==> config.mk <==
export PLATFORM = sky130hd
export DESIGN_NAME = button_event_gen
export DESIGN_NICKNAME = d
export VERILOG_FILES = /design/src/rtl/button_event_gen.sv
export SDC_FILE = /design/constraint.sdc
export NUM_CORES = 1
export LEC_CHECK = 0
export CORE_ASPECT_RATIO = 1.2
export CORE_MARGIN = 2
export CORE_UTILIZATION = 40
export CTS_CLUSTER_SIZE = 14
export DETAILED_ROUTE_END_ITERATION = 10
export PLACE_DENSITY_LB_ADDON = 0.1
export SYNTH_ARGS = -nofsm -noshare
export SYNTH_HDL_FRONTEND = slang
export SYNTH_SLANG_ARGS = --single-unit
==> constraint.sdc <==
create_clock -name clk -period 4.28 [get_ports clk]
set_input_delay 0.856 -clock clk [delete_from_list [all_inputs] [get_ports clk]]
set_output_delay 0.856 -clock clk [all_outputs]
set_load 0.02 [all_outputs]
==> src/rtl/button_event_gen.sv <==
// Turns a debounced button level into single-cycle press/release/long-press/repeat
// events and keeps a press-toggle level.
module button_event_gen #(
  parameter int unsigned LONG_TICKS   = 200,
  parameter int unsigned REPEAT_TICKS = 50,
  parameter int unsigned CNT_W        = 8
) (
  input  logic clk,
  input  logic rst,
  input  logic tick,
  input  logic button_level,
  output logic press_pulse,
  output logic release_pulse,
  output logic long_press_pulse,
  output logic repeat_pulse,
  output logic held,
  output logic toggle_state
);

  typedef enum logic [1:0] {StIdle, StShort, StRepeat} state_e;

  localparam logic [CNT_W-1:0] LongLast   = CNT_W'(LONG_TICKS - 1);
  localparam logic [CNT_W-1:0] RepeatLast = CNT_W'(REPEAT_TICKS - 1);

  state_e           state_q, state_d;
  logic [CNT_W-1:0] cnt_q, cnt_d;
  logic             level_q;
  logic             press_d, release_d, long_d, repeat_d, toggle_d;
  logic             rise, fall;

  assign rise = button_level & ~level_q;
  assign fall = ~button_level;

  always_comb begin
    state_d   = state_q;
    cnt_d     = cnt_q;
    press_d   = 1'b0;
    release_d = 1'b0;
    long_d    = 1'b0;
    repeat_d  = 1'b0;
    toggle_d  = toggle_state;
    case (state_q)
      StIdle: begin
        // A tick arriving together with the rise is deliberately not counted.
        if (rise) begin
          press_d  = 1'b1;
          toggle_d = ~toggle_state;
          cnt_d    = '0;
          state_d  = StShort;
        end
      end
      StShort: begin
        if (fall) begin
          release_d = 1'b1;
          cnt_d     = '0;
          state_d   = StIdle;
        end else if (tick) begin
          if (cnt_q == LongLast) begin
            long_d  = 1'b1;
            cnt_d   = '0;
            state_d = StRepeat;
          end else begin
            cnt_d = cnt_q + CNT_W'(1);
          end
        end
      end
      StRepeat: begin
        if (fall) begin
          release_d = 1'b1;
          cnt_d     = '0;
          state_d   = StIdle;
        end else if (tick) begin
          if (cnt_q == RepeatLast) begin
            repeat_d = 1'b1;
            cnt_d    = '0;
          end else begin
            cnt_d = cnt_q + CNT_W'(1);
          end
        end
      end
      default: begin
        state_d = StIdle;
        cnt_d   = '0;
      end
    endcase
  end

  // level_q resets high so a button held through reset never reads as a press.
  always_ff @(posedge clk or posedge rst) begin
    if (rst) begin
      state_q          <= StIdle;
      cnt_q            <= '0;
      level_q          <= 1'b1;
      press_pulse      <= 1'b0;
      release_pulse    <= 1'b0;
      long_press_pulse <= 1'b0;
      repeat_pulse     <= 1'b0;
      toggle_state     <= 1'b0;
    end else begin
      state_q          <= state_d;
      cnt_q            <= cnt_d;
      level_q          <= button_level;
      press_pulse      <= press_d;
      release_pulse    <= release_d;
      long_press_pulse <= long_d;
      repeat_pulse     <= repeat_d;
      toggle_state     <= toggle_d;
    end
  end

  assign held = (state_q != StIdle);

endmodule

* After elaboration in Yosys (flattened, before gate mapping)
Cells that the tools add are included.
Storage, ports and cells: register bits 16, input port bits 4, word-level logic and storage cells 53
Operators by class: eq/ne operators 9, reductions and logical operators 6, multiplexer cells 26, $add $sub $neg 1, bitwise operators 3
Operator list (count):
- $mux W8 | 7
- $pmux W8 S3 | 1
- $mux W1 | 12
- $mux W2 | 5
- $ne A3 B3 Y1 const B | 3
- $add A8 B1 Y8 const B | 1
- $eq A8 B6 Y1 const B | 1
- $eq A8 B8 Y1 const B | 1
- $pmux W2 S3 | 1
- $ne A2 B2 Y1 const B | 2
- $reduce_and A4 Y1 | 1
- $reduce_and A3 Y1 | 1
- $eq A2 B1 Y1 const B | 1
- $eq A2 B2 Y1 const B | 1
- $logic_not A2 Y1 | 1
- $not A1 Y1 | 2
- $reduce_and A2 Y1 | 1
- $reduce_bool A2 Y1 | 1
- $reduce_or A2 Y1 | 1
- $and A1 B1 Y1 | 1

* Longest topological paths before layout
depth after elaboration 5, gate-level depth with buffers 6

* Worst setup path before layout
Ideal clock, no wire load.
path kind input -> register, from input port button_level, to register cnt_q[3], stages 4, path slack 2.555 ns, setup time 0.104 ns, arrival time 1.622 ns, cells stage by stage nand3_1 a31oi_2 nor2_1 o311ai_1
Between the ends: word-level cells in the longest chain between the ends 3, elaborated cells between the ends (all ways) 8, classes of those cells eq/ne: 3; mux: 3; bitwise: 1; reduce/logical: 1
Ends and longest elaborated chain:
- start, declared | line 11 | input logic button_level,
- $and A1 B1 Y1 | line 31 | assign rise = button_level & ~level_q;
- $ne A2 B2 Y1 (no line)
- $reduce_and A3 Y1 (no line)
- end signal, assigned | line 101 | cnt_q <= cnt_d;
- end, declared | line 26 | logic [CNT_W-1:0] cnt_q, cnt_d;
Parallel ways exist; a longest one is shown, timed or not. A chain may end at the register's enable or synchronous reset.

* Worst setup path after layout
from register state_q[1], to output port held
Between the ends: word-level cells in the longest chain between the ends 1
Ends and longest elaborated chain:
- start, declared | line 25 | state_e state_q, state_d;
- start signal, assigned | line 91 | state_q <= StIdle;
- start signal, assigned | line 100 | state_q <= state_d;
- $reduce_bool A2 Y1 | line 111 | assign held = (state_q != StIdle);
- end, declared | line 16 | output logic held,
No other way between the ends.

==> results.cfg <==
[clock_tree]
cts_max_level = 1
clockBufferDepth = 2
cts_buffers = 3
path_clk_slew_ns = 0.10
clock_sinks = 16
clk_latency_ns = 0.29
cts_resized = 0
cts_tree = done
cts_setup_buffers = 0
cts_hold_buf = 0
cts-root-buf = clkbuf_4

[place]
placed_cell_area_um2 = 1040
hpwl_um = 1420
io_buffers = 9
dp_worst_setup_slack_ns = 1.64
routabilityCongestion = 0.883

[timing]
slew_headroom_pct = 59.6
fmax_ghz = 0.388
rsz0062_at_grt = false
worst_pin_slew_ns = 0.606
setup_violations = 0
postLayoutSetupSlackWorst_ns = 1.70
clock_skew_ns = 0.00701
layout_min_cycle_time_ns = 2.58
finalMaxSlewViolations = 0
fin_tns_setup_ns = 0
finalHoldViolCount = 0
fin_crit_sh_pct = 60.2

[route]
avgViaCountPerCell = 5.59
drt-initial-drc-count = 18
drc = 0
wl_per_cell_um = 13.7
dr.pass1.iters = 4
ant_nets = 0
vias = 766
totalWireLength_um = 1880

[setup_path]
critPathKind = reg2out
crit_path_end_kind = output pin
path_max_fanout = 4
reg2reg_to = cnt_q[5]$_DFFE_PP0P_
critPathMaxStageDelay_ns = 0.62
start_kind = flip-flop
slowest_stage = clkdlybuf4s50_1
path_common_cell = inv_1
required_ns = 3.42
worstPathCellList = inv_1 -> ha_1 -> inv_1 -> clkdlybuf4s50_1
rrSetupSlack_ns = 2.41
worstPathArrival_ns = 1.72
reg2regPathDepth = 6
r2r-start = state_q[1]$_DFFE_PP0P_

[floorplanning]
core_area_um2 = 2230
die_x_um = 47.9
ios = 10
dieArea_um2 = 2720
start_util_pct = 41.4
die_h_um = 56.7
num_rows = 19

[global_routing]
grt_remaining_overflow = 0
grt_start_max_net_pins = 17
grt_util_all_layers_pct = 16.9
grt_pass1_vias = 771
grt_pass1_wl_um = 3350
antenna_found_initial = 0

[logic_synthesis]
ys_seq_area_share_pct = 43.4
ys_types = 33
yosys-top-cells-area = dfrtp_1 41%, ha_1 6.8%, o211ai_1 5.7%
synthDominantCellAreaShare_pct = 40.5
synthesis.nets = 103
synth_top_area_cell = dfrtp_1
syn_avg_cell_area_um2 = 9.85
synthesis.instances = 94
ys_warn_count = 0
synth_seq_cells = 16
syn-cell-area_um2 = 926

[power_and_ir_drop]
powerDensity_nw_per_um2 = 431
irDropWorstVdd_mv = 0.202
p_leak_nw = 0.435

[hold_path]
holdPathEnd = toggle_state$_DFFE_PP0P_
hp-class = reg2reg
hp-start = toggle_state$_DFFE_PP0P_
hold_depth = 1

[cells_and_area]
design_area_um2 = 1080
nFillCells = 224
diodes = 0
syn_to_final_growth_pct = 16.6
nets = 116
fin_util_pct = 48.3
drive_above_1_share_pct = 11.3

[status]
outcome = finished clean

[run]
max_cap_viol_count = 0
==> logic make-up after synthesis <==
kind of cell | share of synthesized area, %
AO/OA/AOI/OAI | 22.7
XOR/XNOR | 0.946
adder cells (fa/ha/maj) | 6.76
buffers and inverters | 4.46
flip-flops | 43.4
multiplexers | 1.08
AND/OR/NAND/NOR | 20.7
==> report_power, final <==
| group | switching (mW) | leakage, nW | internal, mW |
|---|---|---|---|
| logic | 0.105 | 0.200 | 0.0752 |
| registers | 0.0122 | 0.213 | 0.171 |
| clock network | 0.0499 | 0.0210 | 0.0517 |
| total | 0.167 | 0.435 | 0.298 |
==> cell type report <==
type / count / area (um2) / area share [%]
inverter: 8 / 30.0 / 2.78
tap: 31 / 38.8 / 3.59
multi-input combinational: 69 / 483 / 44.7
timing repair buffer: 9 / 90.1 / 8.34
sequential: 16 / 402 / 37.2
clock buffer: 4 / 36.3 / 3.36
==> metal layers <==
metal | track usage [%] | vias to the layer above | part of all wire, %
li1 | - | 372 | -
met1 | 21.2 | 376 | 45
met2 | 25.5 | 16 | 52
met3 | 3.22 | 2 | 2.4
met4 | 10.4 | 0 | 0.90
met5 | 0 | - | 0
==> layout by cell type, fill, tap and decap left out, drive strengths merged <==
master         netlist  final
a22o                 1      1
a22oi                1      1
a31oi                3      3
and2                 1      1
and3                 2      2
and4                 1      1
clkbuf               0      4
clkdlybuf4s50        0      9
dfrtp               15     15
dfstp                1      1
ha                   5      5
inv                  8      8
mux2i                1      1
nand2               10     10
nand2b               1      1
nand3                5      5
nand4                1      1
nand4b               1      1
nor2                 7      7
nor2b                3      3
nor3                 1      1
nor4b                1      1
o2111ai              3      3
o211ai               7      7
o21a                 2      2
o21ai                5      5
o311ai               3      3
o31ai                1      1
or2                  1      1
or4b                 1      1
xor2                 1      1
==> worst max-delay path by stage <==
| stage | from | end | cells past startpoint |
|---|---|---|---|
| finish | state_q[1]$_DFFE_PP0P_ | held | 4 |
| global route | state_q[1]$_DFFE_PP0P_ | held | 4 |
| CTS | state_q[1]$_DFFE_PP0P_ | held | 4 |
| detailed placement | button_level | cnt_q[7]$_DFFE_PP0P_ | 5 |
| global placement | button_level | cnt_q[7]$_DFFE_PP0P_ | 5 |
| floorplan | button_level | cnt_q[3]$_DFFE_PP0P_ | 4 |
==> state kept, by name (all words and copies together) (netlist names) <==
signal,flops
cnt_q,8
state_q,2
level_q,1
long_press_pulse,1
press_pulse,1
release_pulse,1
repeat_pulse,1
toggle_state,1
==> cells in the mapped netlist <==
master and n:
nand4b_1 1, and4_1 1, nor4b_1 1, nor3_1 1
a31oi_1 2, dfrtp_1 15, o211ai_1 7, a31oi_2 1
o21ai_0 4, nand2b_1 1, or2_2 1, o31ai_1 1
and3_1 2, o21ai_2 1, dfstp_2 1, ha_1 5
or4b_4 1, a22o_1 1, a22oi_2 1, nand3_1 5
o311ai_1 3, o21a_1 1, inv_1 8, mux2i_1 1
o2111ai_1 3, xor2_1 1, o21a_4 1, nand4_1 1
nand2_1 10, and2_2 1, buf_6 1, nor2_1 7
nor2b_1 3
==> worst max-delay path, delay by kind of cell (launching register included) <==
kind / cells / cell delay [ns]
DFF: 1 / 0.39
adders and majority gates: 1 / 0.23
buffers and inverters: 3 / 0.81
==> through the flow <==
stage,total power [mW],std cells,hold WS (ns)
after detailed placement,0.369,133,0.459
after global placement,0.368,133,0.459
after CTS,0.474,137,0.475
final,0.465,137,0.470
after floorplan,0.308,94,0.489
after global routing,0.508,137,0.502
No activity file was read; power rests on OpenSTA's default activity.
